`src/rtl/aes_cbc_chain_ctrl.sv`:
```
// CBC chaining controller around a combinational AES-128 core: fetches a key from
// the SHAKE squeeze port, then streams plaintext blocks, feeding each ciphertext back as IV.
module aes_cbc_chain_ctrl #(
  parameter int unsigned AES_WAIT = 1
) (
  input  logic         i_clk,
  input  logic         i_rst_n,
  input  logic         i_start,
  input  logic         i_rekey,
  input  logic [127:0] i_iv,
  input  logic         i_abort,
  input  logic [127:0] i_shake_data,
  input  logic         i_shake_valid,
  output logic         o_shake_ack,
  input  logic [127:0] i_pt_data,
  input  logic         i_pt_valid,
  input  logic         i_pt_last,
  output logic         o_pt_ready,
  output logic [127:0] o_aes_pt,
  output logic [127:0] o_aes_key,
  output logic [127:0] o_aes_iv,
  input  logic [127:0] i_aes_ct,
  output logic [127:0] o_ct_data,
  output logic         o_ct_valid,
  output logic         o_ct_last,
  input  logic         i_ct_ready,
  output logic         o_key_loaded,
  output logic         o_busy,
  output logic         o_done
);

  localparam logic [2:0] S_IDLE = 3'd0;
  localparam logic [2:0] S_KEY  = 3'd1;
  localparam logic [2:0] S_LOAD = 3'd2;
  localparam logic [2:0] S_ENC  = 3'd3;
  localparam logic [2:0] S_OUT  = 3'd4;

  localparam logic [3:0] WAIT_INIT = 4'(AES_WAIT);

  logic [2:0]   state_q, state_d;
  logic [127:0] key_q, key_d;
  logic         key_loaded_q, key_loaded_d;
  logic [127:0] chain_q, chain_d;
  logic [127:0] pt_q, pt_d;
  logic         last_q, last_d;
  logic [3:0]   cnt_q, cnt_d;
  logic [127:0] ct_q, ct_d;
  logic         ack_q, ack_d;

  always_comb begin
    state_d      = state_q;
    key_d        = key_q;
    key_loaded_d = key_loaded_q;
    chain_d      = chain_q;
    pt_d         = pt_q;
    last_d       = last_q;
    cnt_d        = cnt_q;
    ct_d         = ct_q;
    ack_d        = 1'b0;

    // Abort outranks everything, including a start in the same cycle.
    if (i_abort) begin
      state_d = S_IDLE;
    end else begin
      case (state_q)
        S_IDLE: begin
          if (i_start) begin
            chain_d = i_iv;
            state_d = (i_rekey || !key_loaded_q) ? S_KEY : S_LOAD;
          end
        end
        S_KEY: begin
          if (i_shake_valid) begin
            key_d        = i_shake_data;
            key_loaded_d = 1'b1;
            ack_d        = 1'b1;
            state_d      = S_LOAD;
          end
        end
        S_LOAD: begin
          if (i_pt_valid) begin
            pt_d    = i_pt_data;
            last_d  = i_pt_last;
            cnt_d   = WAIT_INIT;
            state_d = S_ENC;
          end
        end
        S_ENC: begin
          if (cnt_q <= 4'd1) begin
            ct_d    = i_aes_ct;
            chain_d = i_aes_ct;
            state_d = S_OUT;
          end else begin
            cnt_d = cnt_q - 4'd1;
          end
        end
        S_OUT: begin
          if (i_ct_ready) begin
            state_d = last_q ? S_IDLE : S_LOAD;
          end
        end
        default: state_d = S_IDLE;
      endcase
    end
  end

  always_ff @(posedge i_clk or negedge i_rst_n) begin
    if (!i_rst_n) begin
      state_q      <= S_IDLE;
      key_q        <= '0;
      key_loaded_q <= 1'b0;
      chain_q      <= '0;
      pt_q         <= '0;
      last_q       <= 1'b0;
      cnt_q        <= '0;
      ct_q         <= '0;
      ack_q        <= 1'b0;
    end else begin
      state_q      <= state_d;
      key_q        <= key_d;
      key_loaded_q <= key_loaded_d;
      chain_q      <= chain_d;
      pt_q         <= pt_d;
      last_q       <= last_d;
      cnt_q        <= cnt_d;
      ct_q         <= ct_d;
      ack_q        <= ack_d;
    end
  end

  assign o_shake_ack  = ack_q;
  assign o_pt_ready   = (state_q == S_LOAD);
  assign o_aes_pt     = pt_q;
  assign o_aes_key    = key_q;
  assign o_aes_iv     = chain_q;
  assign o_ct_data    = ct_q;
  assign o_ct_valid   = (state_q == S_OUT);
  assign o_ct_last    = (state_q == S_OUT) && last_q;
  assign o_key_loaded = key_loaded_q;
  assign o_busy       = (state_q != S_IDLE);
  assign o_done       = (state_q == S_OUT) && last_q && i_ct_ready && !i_abort;

endmodule

```
`config.mk`:
```
export PLATFORM = sky130hd
export DESIGN_NAME = aes_cbc_chain_ctrl
export DESIGN_NICKNAME = d
export VERILOG_FILES = /design/src/rtl/aes_cbc_chain_ctrl.sv
export SDC_FILE = /design/constraint.sdc
export NUM_CORES = 1
export LEC_CHECK = 0
export ABC_AREA = 1
export CAP_MARGIN = 0
export CORE_AREA = 2 2 411 413
export CTS_CLUSTER_SIZE = 16
export DETAILED_ROUTE_END_ITERATION = 10
export DIE_AREA = 0 0 413 415
export DONT_BUFFER_PORTS = 1
export GPL_TIMING_DRIVEN = 0
export MAX_ROUTING_LAYER = met4
export PLACE_DENSITY = 0.3
export SYNTH_ARGS = -nofsm -noshare
export SYNTH_HDL_FRONTEND = slang
export SYNTH_SLANG_ARGS = --single-unit
```
`constraint.sdc`:
```
create_clock -name i_clk -period 5.15 [get_ports i_clk]
set_input_delay 1.03 -clock i_clk [delete_from_list [all_inputs] [get_ports i_clk]]
set_output_delay 1.03 -clock i_clk [all_outputs]
set_load 0.02 [all_outputs]
```
==> results.cfg <==
[sta]
setup_viol = 0
fmax_mhz = 292.7
fin_worst_skew_ns = 0.05451
tightest_slew_ns = 1.201
final_max_slew_viol_count = 0
relSlewSlack_pct = 19.94
finalSetupTns_ns = 0
hold_slack_ns = 0.07232
layout_worst_path_cycle_share_pct = 66.35
rsz0062_at_grt = no
period_needed_ns = 3.417
finalHoldViolCount = 0

[detailed_routing]
first_pass_iters = 5
wl_per_cell_um = 24.60
vias = 17421
drt-total-wl_mm = 121.6
remaining_drc_errors = 0
via_per_inst = 3.523
drt_first_iter_violations = 1026
postRouteAntennaNets = 0

[setup_path]
crit_path_top_delay_cell = nor2_1
rr_worst_depth = 9
critPathTopFamily = simple AND/OR/NAND/NOR gates
crit_type = register to output port
critPathBufInv = 0
critPathMaxStageDelay_ns = 0.50
endpoint = o_done
cp_max_fo = 5
cp.depth = 5
end_kind = output port
rr_endpoint = o_ct_data[20]
arrival_ns = 2.39
regToRegStartpoint = cnt_q[0]
cp_cell_sequence = nor2_2 > nand2_1 > nor2_1 > nand2_1 > nor2_1
cp-start-kind = register
startpoint = state_q[0]
ff2ff_setup_slack_ns = 2.24
cp.required_ns = 4.12

[yosys]
synth_ff_type = dfrtp_1
synth_cells = 2543
synth-edff-count = 0
synth.distinct_cells = 26
ys_ff_latch = 522
async_flop_share_pct = 100.0
yosysWarnings = 0
syn_avg_cell_area_um2 = 8.410
syn_nets = 3066
netlist_area_um2 = 21390
ys_seq_area_share_pct = 61.08

[cts]
post_cts_resized = 0
cts_tree = yes
clkSinkCount = 522
clk_pin_slew_ns = 0.06
cts_made_buffers = 73
worstSkewPairLatency_ns = 0.69
cts-root-buf = clkbuf_16
cts-htree-levels = 3
clk_path_buf_depth = 3

[grt]
grt_max_degree = 497
overflow = 0
grtUsageTotal_pct = 14.08
grt_pass1_wl_mm = 160.6
antenna_found_initial = 60
grt_pass1_vias = 17766

[placement]
port_buffers = 0
dpl.hpwl_mm = 96.76
placed_cells = 4748
gp_congestion = 0.9059

[die]
die_w_um = 413
row_count = 150
die_h_um = 415
io_pins = 1040
die_area_um2 = 171400
start_util_pct = 12.83
core_um2 = 166700

[power_and_ir_drop]
power.density_nw_per_um2 = 711.8
ir_worst_vdd_v = 0.0002523
fin_total_pwr_w = 0.01920
power.leakage_nw = 13.68

[layout]
drive_above_1_share_pct = 8.650
area_delta_synth_final_pct = 26.11
nNetsFinal = 3148
instances_no_fill = 4945

[hold_path]
hold_path_class = primary input to async pin

[run_status]
outcome = completed

[flow_run]
cap_violations = 0
[worst min path at each step]
stage              from            to  slack (ns)  cells past startpoint
3_5_place_dp     last_q        last_q        0.53                      2
5_1_grt         i_rst_n  o_aes_iv[15]     0.00005                      0
4_1_cts         i_rst_n  o_aes_iv[19]        0.03                      0
2_1_floorplan  cnt_q[3]      cnt_q[3]        0.49                      2
3_3_place_gp     last_q        last_q        0.52                      2
6_report        i_rst_n  o_aes_iv[15]        0.07                      0
[timing repair]
item / in CTS / in global routing
hold buffers: 1 / 2
endpoints found under the hold margin: 27 / 2
setup buffers: 0 / 0
[sequential cells by signal (all words and copies together), names as in the netlist]
register	cells
last_q	1
o_aes_pt	128
o_key_loaded	1
o_aes_iv	128
cnt_q	4
o_shake_ack	1
o_ct_data	128
o_aes_key	128
state_q	3
[cell usage in the layout, fill, tap and decap left out, types with 2 or more instances in the layout]
cell type and count:
clkinvlp_4 5, clkbuf_16 73, inv_2 5, clkbuf_2 2, o21ai_1 20, diode_2 59, o21ai_0 368, buf_6 2
a21oi_1 2, nor2_1 13, clkbuf_8 16, nand3_1 12, bufinv_16 5, buf_16 4, clkinv_4 2, nand2_1 1179
clkbuf_1 55, inv_16 2, dfrtp_1 522, inv_1 268, dlygate4sd3_1 2, clkinv_2 5, nand3_2 2, ha_1 2
buf_2 88, clkinv_16 4, inv_6 3, buf_4 10
[power by group]
group          internal, W  switching [W]
clock network      0.00315        0.00222
registers          0.00594        0.00447
logic              0.00116        0.00224
[synthesized netlist by cell type (all sizes together), types with 2 or more instances]
library cell	count	area share, %
buf	100	2.5
inv	273	4.8
ha	2	0.12
o21ai	388	9.1
nand2	1179	21
nand3	14	0.37
clkbuf	40	0.71
nor2	15	0.31
a21oi	3	0.088
dfrtp	522	61
[layer usage]
metal  vias up  GRT usage [%]  wire length (um)
li1       8052              -                 -
met4         0          4.666              3177
met5         -              -                 0
met3       137          6.995             14540
met2       829          23.36             60370
met1      8403          14.36             43560
[layout make-up]
type / count / area [um2]
Timing Repair Buffer: 7 / 150.1
Antenna cell: 59 / 147.6
Fill cell: 19076 / 139700
Tap cell: 2204 / 2758
Buffer: 140 / 690.7
Clock inverter: 26 / 416.7
Multi-Input combinational cell: 1608 / 6608
Sequential cell: 522 / 13060
Clock buffer: 106 / 2111
Inverter: 273 / 1025
[per-stage QoR]
stage	utilization (%)	setup slack (ns)	cell area, um2
final	16.18	1.733	26970
after global routing	16.17	1.519	26940
after CTS	16.03	1.675	26720
after detailed placement	14.50	1.639	24170
after global placement	14.49	1.628	24140
after floorplan	-	2.702	21390
[logic make-up (layout without fill, tap and decap cells)]
family                   count (synthesis)  count (layout)  share of synthesized area [%]
buffers and inverters                  413             552                          8.021
AO/OA/AOI/OAI                          393             393                          9.232
XOR/XNOR                                 2               2                        0.08192
other                                    0              59                              0
AND/OR/NAND/NOR                       1211            1211                          21.47
flip-flops                             522             522                          61.08
adder cells (fa/ha/maj)                  2               2                         0.1170
No activity file was read; power rests on OpenSTA's default activity.
